<file path="src/rtl/id_decode_queue.sv">
// RV32I (+optional RV32E restriction and RV32M) decoder feeding a small FIFO of
// decoded records; the head record drives the outputs, all zero when empty.
module id_decode_queue #(
  parameter int DEPTH    = 2,
  parameter bit RV32E    = 1'b0,
  parameter bit ENABLE_M = 1'b0
) (
  input  logic                       clk,
  input  logic                       reset,
  input  logic                       i_flush,
  input  logic                       i_in_valid,
  output logic                       o_in_ready,
  input  logic [31:0]                i_in_pc,
  input  logic [31:0]                i_in_inst,
  output logic                       o_out_valid,
  input  logic                       i_out_ready,
  output logic [31:0]                o_out_pc,
  output logic [31:0]                o_out_inst,
  output logic [31:0]                o_out_imm,
  output logic [4:0]                 o_out_rd,
  output logic [4:0]                 o_out_rs1,
  output logic [4:0]                 o_out_rs2,
  output logic [4:0]                 o_out_alu_op,
  output logic [2:0]                 o_out_mem_len,
  output logic                       o_out_reg_write,
  output logic                       o_out_mem_read,
  output logic                       o_out_mem_write,
  output logic                       o_out_jal,
  output logic                       o_out_jalr,
  output logic                       o_out_branch,
  output logic                       o_out_csr,
  output logic                       o_out_ecall,
  output logic                       o_out_mret,
  output logic                       o_out_illegal,
  output logic [$clog2(DEPTH):0]     o_count
);

  localparam int AW = $clog2(DEPTH);
  localparam int CW = AW + 1;

  localparam logic [6:0] OPC_LUI    = 7'b0110111;
  localparam logic [6:0] OPC_AUIPC  = 7'b0010111;
  localparam logic [6:0] OPC_JAL    = 7'b1101111;
  localparam logic [6:0] OPC_JALR   = 7'b1100111;
  localparam logic [6:0] OPC_BRANCH = 7'b1100011;
  localparam logic [6:0] OPC_LOAD   = 7'b0000011;
  localparam logic [6:0] OPC_STORE  = 7'b0100011;
  localparam logic [6:0] OPC_OPIMM  = 7'b0010011;
  localparam logic [6:0] OPC_OP     = 7'b0110011;
  localparam logic [6:0] OPC_SYSTEM = 7'b1110011;

  localparam logic [4:0] ALU_ADD  = 5'd0;
  localparam logic [4:0] ALU_SUB  = 5'd1;
  localparam logic [4:0] ALU_SLT  = 5'd5;
  localparam logic [4:0] ALU_SLTU = 5'd6;
  localparam logic [4:0] ALU_SRA  = 5'd9;
  localparam logic [4:0] ALU_MUL  = 5'd10;

  typedef struct packed {
    logic [31:0] pc;
    logic [31:0] inst;
    logic [31:0] imm;
    logic [4:0]  rd;
    logic [4:0]  rs1;
    logic [4:0]  rs2;
    logic [4:0]  alu_op;
    logic [2:0]  mem_len;
    logic        reg_write;
    logic        mem_read;
    logic        mem_write;
    logic        jal;
    logic        jalr;
    logic        branch;
    logic        csr;
    logic        ecall;
    logic        mret;
    logic        illegal;
  } rec_t;

  function automatic logic [4:0] f_arith(input logic [2:0] f3);
    case (f3)
      3'd0:    f_arith = 5'd0;
      3'd1:    f_arith = 5'd7;
      3'd2:    f_arith = 5'd5;
      3'd3:    f_arith = 5'd6;
      3'd4:    f_arith = 5'd4;
      3'd5:    f_arith = 5'd8;
      3'd6:    f_arith = 5'd3;
      default: f_arith = 5'd2;
    endcase
  endfunction

  function automatic logic [2:0] f_len(input logic [2:0] f3);
    case (f3)
      3'd0:    f_len = 3'd2;
      3'd1:    f_len = 3'd1;
      3'd4:    f_len = 3'd4;
      3'd5:    f_len = 3'd3;
      default: f_len = 3'd0;
    endcase
  endfunction

  rec_t           w_dec;
  rec_t           w_head;
  logic [2:0]     w_f3;
  logic [6:0]     w_f7;
  logic           w_ill;
  logic           w_use_rd;
  logic           w_use_rs1;
  logic           w_use_rs2;
  logic           w_push;
  logic           w_pop;

  rec_t           r_mem [DEPTH];
  logic [AW-1:0]  r_wp;
  logic [AW-1:0]  r_rp;
  logic [CW-1:0]  r_count;

  assign w_f3 = i_in_inst[14:12];
  assign w_f7 = i_in_inst[31:25];

  always_comb begin
    w_dec      = '0;
    w_ill      = 1'b0;
    w_use_rd   = 1'b0;
    w_use_rs1  = 1'b0;
    w_use_rs2  = 1'b0;
    w_dec.pc   = i_in_pc;
    w_dec.inst = i_in_inst;
    w_dec.rd   = i_in_inst[11:7];
    w_dec.rs1  = i_in_inst[19:15];
    w_dec.rs2  = i_in_inst[24:20];
    case (i_in_inst[6:0])
      OPC_LUI, OPC_AUIPC: begin
        w_dec.imm       = {i_in_inst[31:12], 12'b0};
        w_dec.reg_write = 1'b1;
        w_use_rd        = 1'b1;
      end
      OPC_JAL: begin
        w_dec.imm       = {{12{i_in_inst[31]}}, i_in_inst[19:12], i_in_inst[20],
                           i_in_inst[30:21], 1'b0};
        w_dec.jal       = 1'b1;
        w_dec.reg_write = 1'b1;
        w_use_rd        = 1'b1;
      end
      OPC_JALR: begin
        w_dec.imm       = {{20{i_in_inst[31]}}, i_in_inst[31:20]};
        w_dec.jalr      = 1'b1;
        w_dec.reg_write = 1'b1;
        w_use_rd        = 1'b1;
        w_use_rs1       = 1'b1;
        w_ill           = (w_f3 != 3'd0);
      end
      OPC_BRANCH: begin
        w_dec.imm    = {{20{i_in_inst[31]}}, i_in_inst[7], i_in_inst[30:25],
                        i_in_inst[11:8], 1'b0};
        w_dec.branch = 1'b1;
        w_use_rs1    = 1'b1;
        w_use_rs2    = 1'b1;
        case (w_f3)
          3'd0, 3'd1: w_dec.alu_op = ALU_SUB;
          3'd4, 3'd5: w_dec.alu_op = ALU_SLT;
          3'd6, 3'd7: w_dec.alu_op = ALU_SLTU;
          default:    w_ill        = 1'b1;
        endcase
      end
      OPC_LOAD: begin
        w_dec.imm       = {{20{i_in_inst[31]}}, i_in_inst[31:20]};
        w_dec.mem_read  = 1'b1;
        w_dec.reg_write = 1'b1;
        w_dec.mem_len   = f_len(w_f3);
        w_use_rd        = 1'b1;
        w_use_rs1       = 1'b1;
        w_ill           = (w_f3 == 3'd3) || (w_f3 == 3'd6) || (w_f3 == 3'd7);
      end
      OPC_STORE: begin
        w_dec.imm       = {{20{i_in_inst[31]}}, i_in_inst[31:25], i_in_inst[11:7]};
        w_dec.mem_write = 1'b1;
        w_dec.mem_len   = (w_f3 <= 3'd2) ? f_len(w_f3) : 3'd0;
        w_use_rs1       = 1'b1;
        w_use_rs2       = 1'b1;
        w_ill           = (w_f3 > 3'd2);
      end
      OPC_OPIMM: begin
        w_dec.imm       = {{20{i_in_inst[31]}}, i_in_inst[31:20]};
        w_dec.reg_write = 1'b1;
        w_dec.alu_op    = (w_f3 == 3'd5 && i_in_inst[30]) ? ALU_SRA : f_arith(w_f3);
        w_use_rd        = 1'b1;
        w_use_rs1       = 1'b1;
      end
      OPC_OP: begin
        w_dec.reg_write = 1'b1;
        w_use_rd        = 1'b1;
        w_use_rs1       = 1'b1;
        w_use_rs2       = 1'b1;
        if (w_f7 == 7'b0000000) begin
          w_dec.alu_op = f_arith(w_f3);
        end else if (w_f7 == 7'b0100000) begin
          w_dec.alu_op = (w_f3 == 3'd0) ? ALU_SUB :
                         (w_f3 == 3'd5) ? ALU_SRA : f_arith(w_f3);
        end else if (ENABLE_M && w_f7 == 7'b0000001) begin
          w_dec.alu_op = ALU_MUL + {2'b00, w_f3};
        end else begin
          w_dec.alu_op = f_arith(w_f3);
          w_ill        = 1'b1;
        end
      end
      OPC_SYSTEM: begin
        if (w_f3 == 3'd0) begin
          if (i_in_inst == 32'h0000_0073)      w_dec.ecall = 1'b1;
          else if (i_in_inst == 32'h3020_0073) w_dec.mret  = 1'b1;
          else                                 w_ill       = 1'b1;
        end else if (w_f3 == 3'd4) begin
          w_ill = 1'b1;
        end else begin
          w_dec.csr       = 1'b1;
          w_dec.reg_write = 1'b1;
          w_use_rd        = 1'b1;
          // immediate CSR forms carry a 5-bit zimm in the rs1 field
          if (w_f3[2]) w_dec.imm = {27'b0, i_in_inst[19:15]};
          else         w_use_rs1 = 1'b1;
        end
      end
      default: w_ill = 1'b1;
    endcase
    if (RV32E && ((w_use_rd && i_in_inst[11]) || (w_use_rs1 && i_in_inst[19]) ||
                  (w_use_rs2 && i_in_inst[24])))
      w_ill = 1'b1;
    if (w_ill) begin
      w_dec.reg_write = 1'b0;
      w_dec.mem_read  = 1'b0;
      w_dec.mem_write = 1'b0;
      w_dec.jal       = 1'b0;
      w_dec.jalr      = 1'b0;
      w_dec.branch    = 1'b0;
      w_dec.csr       = 1'b0;
      w_dec.ecall     = 1'b0;
      w_dec.mret      = 1'b0;
    end
    w_dec.illegal = w_ill;
  end

  assign o_in_ready  = (r_count != CW'(DEPTH)) && !i_flush;
  assign o_out_valid = (r_count != '0);
  assign w_push      = i_in_valid && o_in_ready;
  assign w_pop       = o_out_valid && i_out_ready;

  always_ff @(posedge clk) begin
    if (w_push && !reset) r_mem[r_wp] <= w_dec;
  end

  // flush shares the reset path; pop is dropped and push is already blocked by in_ready
  always_ff @(posedge clk) begin
    if (reset || i_flush) begin
      r_wp    <= '0;
      r_rp    <= '0;
      r_count <= '0;
    end else begin
      if (w_push) r_wp <= r_wp + 1'b1;
      if (w_pop)  r_rp <= r_rp + 1'b1;
      case ({w_push, w_pop})
        2'b10:   r_count <= r_count + 1'b1;
        2'b01:   r_count <= r_count - 1'b1;
        default: r_count <= r_count;
      endcase
    end
  end

  assign w_head = o_out_valid ? r_mem[r_rp] : '0;

  assign o_out_pc        = w_head.pc;
  assign o_out_inst      = w_head.inst;
  assign o_out_imm       = w_head.imm;
  assign o_out_rd        = w_head.rd;
  assign o_out_rs1       = w_head.rs1;
  assign o_out_rs2       = w_head.rs2;
  assign o_out_alu_op    = w_head.alu_op;
  assign o_out_mem_len   = w_head.mem_len;
  assign o_out_reg_write = w_head.reg_write;
  assign o_out_mem_read  = w_head.mem_read;
  assign o_out_mem_write = w_head.mem_write;
  assign o_out_jal       = w_head.jal;
  assign o_out_jalr      = w_head.jalr;
  assign o_out_branch    = w_head.branch;
  assign o_out_csr       = w_head.csr;
  assign o_out_ecall     = w_head.ecall;
  assign o_out_mret      = w_head.mret;
  assign o_out_illegal   = w_head.illegal;
  assign o_count         = r_count;

endmodule

</file>
<file path="config.mk">
export PLATFORM = sky130hd
export DESIGN_NAME = id_decode_queue
export DESIGN_NICKNAME = d
export VERILOG_FILES = /design/src/rtl/id_decode_queue.sv
export SDC_FILE = /design/constraint.sdc
export NUM_CORES = 1
export LEC_CHECK = 0
export BUFFER_PORTS_ARGS = -buffer_cell sky130_fd_sc_hd__buf_2
export CAP_MARGIN = 0
export CORE_ASPECT_RATIO = 1.1
export CORE_MARGIN = 2
export CORE_UTILIZATION = 59
export CTS_CLUSTER_DIAMETER = 100
export CTS_CLUSTER_SIZE = 30
export DETAILED_ROUTE_END_ITERATION = 7
export PLACE_DENSITY_LB_ADDON = 0.15
export REMOVE_ABC_BUFFERS = 1
export SYNTH_ARGS = -nofsm -noshare
export SYNTH_HDL_FRONTEND = slang
export SYNTH_SLANG_ARGS = --single-unit
</file>
<file path="constraint.sdc">
create_clock -name clk -period 29 [get_ports clk]
set_clock_uncertainty 0.1 [all_clocks]
set_input_delay 5.8 -clock clk [delete_from_list [all_inputs] [get_ports clk]]
set_output_delay 5.8 -clock clk [all_outputs]
set_load 0.05 [all_outputs]
</file>
==> flow_metrics.py <==
metrics = {
    "final_layout": {
        "instances_no_fill": 1045,
        "final_nets": 908,
        "syn2layout_area_growth_pct": 14.1,
        "fillers": 1165,
        "area.sequential_um2": 6890,
        "drive_gt1_share_pct": 28.0,
        "multi_input_area_um2": 2530,
    },
    "place": {
        "gp_congestion": 0.791,
        "place_inst": 1029,
        "placement.io_buffers": 200,
        "hpwl_um": 12500,
    },
    "run_status": {
        "status": "completed",
    },
    "timing": {
        "min_period_ps": 12290,
        "report.final.slew_viol_count": 0,
        "max_slew_margin_pct": 22.4,
        "final-setup-viol-count": 0,
        "worst_pin_slew_ps": 1160,
        "rsz0062_at_grt": "no",
        "setup-tns-final_ps": 0,
        "fin_crit_sh_pct": 42.4,
        "fmax_ghz": 0.0814,
        "finalHoldViolCount": 0,
    },
    "die": {
        "die_x_um": 126,
        "rows": 49,
        "core_area_um2": 16200,
        "io_pins": 202,
        "die-area_um2": 17500,
        "die_y_um": 138,
        "initial_utilization_pct": 59.8,
    },
    "synthesis": {
        "syn_avg_cell_area_um2": 14.5,
        "synth_most_common_cell": "edfxtp_1",
        "ys_top_cells_by_area": "edfxtp_1, mux2i_1, nor2_1",
        "synth_top_cell_by_area": "edfxtp_1",
        "synthCells": 667,
        "synth_common_cells": "edfxtp_1, nor2_1, mux2i_1",
        "synth_area_um2": 9680,
        "synth-edff-count": 226,
        "ys_seq_area_share_pct": 71.1,
        "yosysWarnings": 0,
        "synth-seq-cells": 231,
        "async_reset_ff_share_pct": 0,
        "synth_top_area_share_pct": 70.1,
        "synth_flop_cell": "edfxtp_1",
        "ys_types": 56,
    },
    "cts": {
        "clockBufferDepth": 3,
        "clock_latency_ps": 460,
        "cts.sinks": 231,
        "cts_root_buf": "clkbuf_16",
        "holdBufCountCts": 0,
        "cts.clk_slew.worst_paths_ps": 100,
        "numCtsBuffers": 11,
        "cts-resized-gates": 0,
        "post_cts_buffers": 0,
        "htreeDepth": 1,
        "cts_tree": "built",
    },
    "drt": {
        "firstDrtPassIters": 6,
        "remaining_drc_errors": 0,
        "drt_iter0_drc": 390,
        "wl_um": 19100,
        "post_drt_wl_per_cell_um": 18.3,
        "vias": 5804,
        "viasPerCell": 5.55,
        "ant_nets": 0,
    },
    "worst_setup_path": {
        "crit_top_cell": "buf_2",
        "path_cells": "buf_2 > a21oi_1 > buf_2",
        "max_stage_delay_ps": 290,
        "startpoint_type": "input pin",
        "required_ps": 23100,
        "slowest_stage": "buf_2",
        "path_delay_family": "buffers and inverters",
        "critPathCaptureType": "primary output",
        "criticalPathCategory": "input pin to primary output",
        "crit_arrival_ps": 6390,
        "worst-path-max-fanout": 6,
        "cp_num_buf_inv": 2,
    },
    "global_route": {
        "grt_pass1_wl_um": 29800,
        "grt_max_degree": 69,
        "grt_pass1_vias": 5748,
        "grt.overflow.total": 0,
        "grt_usage_pct": 21.2,
        "grt_antenna_before_repair": 1,
    },
    "hold_path": {
        "hold_class": "flip-flop to flip-flop",
    },
    "pwr": {
        "comb_power_share_pct": 9.0,
        "swShare_pct": 22.8,
        "pwr-share-clk_pct": 27.9,
        "p_int_mw": 0.455,
        "seq_power_share_pct": 63.1,
        "p_leak_nw": 4.05,
        "worst_ir_drop_vdd_mv": 0.0432,
        "p_sw_mw": 0.135,
        "powerDensity_nw_per_um2": 53.4,
        "power.total_mw": 0.589,
    },
    "flow_run": {
        "maxCapViolCount": 0,
    },
}
## kinds of logic after synthesis
| logic type | after synthesis | share of synthesized area, % |
|---|---|---|
| compound gates | 43 | 3.20 |
| xor+xnor | 5 | 0.452 |
| fa+ha+maj | 1 | 0.129 |
| buf+inv | 53 | 2.92 |
| flops | 231 | 71.1 |
| mux | 113 | 11.7 |
| other cells | 1 | 0.0387 |
| simple gates | 220 | 10.5 |
## worst reg2reg max path, cell delays in order, from the launching register on
cell and delay, ps:
dfxtp_1 400, nor2_4 910, buf_4 730, inv_1 200, and2_1 220, ha_1 310, nor2_1 160, xnor2_1 90
nor3_1 160
## metrics by stage
| step | worst slack (ps) | instance area, um^2 | hold WS, ps | utilization, % |
|---|---|---|---|---|
| 6_report | 16710 | 11000 | 459 | 68.2 |
| 5_1_grt | 16690 | 11000 | 489 | 68.2 |
| 4_1_cts | 16720 | 11000 | 463 | 68.2 |
| 3_5_place_dp | 16730 | 10700 | 439 | 66.4 |
| 2_1_floorplan | 13050 | 9420 | 418 | - |
| 3_3_place_gp | 16740 | 10700 | 435 | 66.4 |
## cell type report
| class | instances | area share, % |
|---|---|---|
| inverters | 4 | 0.136 |
| clock buffers | 14 | 2.59 |
| clock inverters | 1 | 0.102 |
| diodes | 1 | 0.0227 |
| flip-flops and latches | 231 | 62.4 |
| multi-input cells | 383 | 22.9 |
| repair buffers | 207 | 9.54 |
| well taps | 204 | 2.31 |
## registers in the layout (all words and copies together), names as in the netlist, named ones only
| register | cells |
|---|---|
| r_wp | 1 |
| r_rp | 1 |
| o_count | 2 |
| r_mem | 226 |
## cell usage in the layout, fill, tap and decap left out, drive strengths merged, types with 2 or more instances in the layout
cell	instances
edfxtp	226
buf	207
nor2	129
mux2i	113
nand2	37
clkbuf	14
nor3	13
a21o	12
nor2b	8
o21ai	7
a22oi	5
inv	5
nand3	5
dfxtp	5
and3	4
a21oi	4
and2	4
nor4	3
xnor2	3
nor3b	3
or2	3
or4	3
a2111oi	3
nand3b	2
a211oi	2
xor2	2
## final timing paths
kind | start | endpoint | slack, ps | depth (start not counted)
worst max-delay path | i_flush | o_in_ready | 16710 | 3
worst min-delay path | r_rp$_SDFFE_PP0P_ | flip-flop | 460 | 2
worst max register to register | o_count[0]$_SDFFE_PP0P_ | o_count[1]$_SDFFE_PP0P_ | 25640 | 8
worst min register to register | r_rp$_SDFFE_PP0P_ | flip-flop | 460 | 2
## metal layers
layer / vias to the layer above / GRT usage, % / part of all wire [%]
li1: 2774 / - / -
met1: 2810 / 28.5 / 43
met2: 201 / 36.9 / 50
met3: 19 / 3.06 / 5.4
met4: 0 / 5.15 / 1.6
met5: - / 0 / 0
## power groups by stage
stage | Clock, mW | Sequential (mW) | Combinational (mW)
detailed placement | 0 | 0.380 | 0.0531
floorplan | 0 | 0.382 | 0.0338
global placement | 0 | 0.379 | 0.0519
finish | 0.165 | 0.372 | 0.0529
global route | 0.182 | 0.373 | 0.0563
CTS | 0.170 | 0.372 | 0.0532
Power figures use the tool's default switching activity.
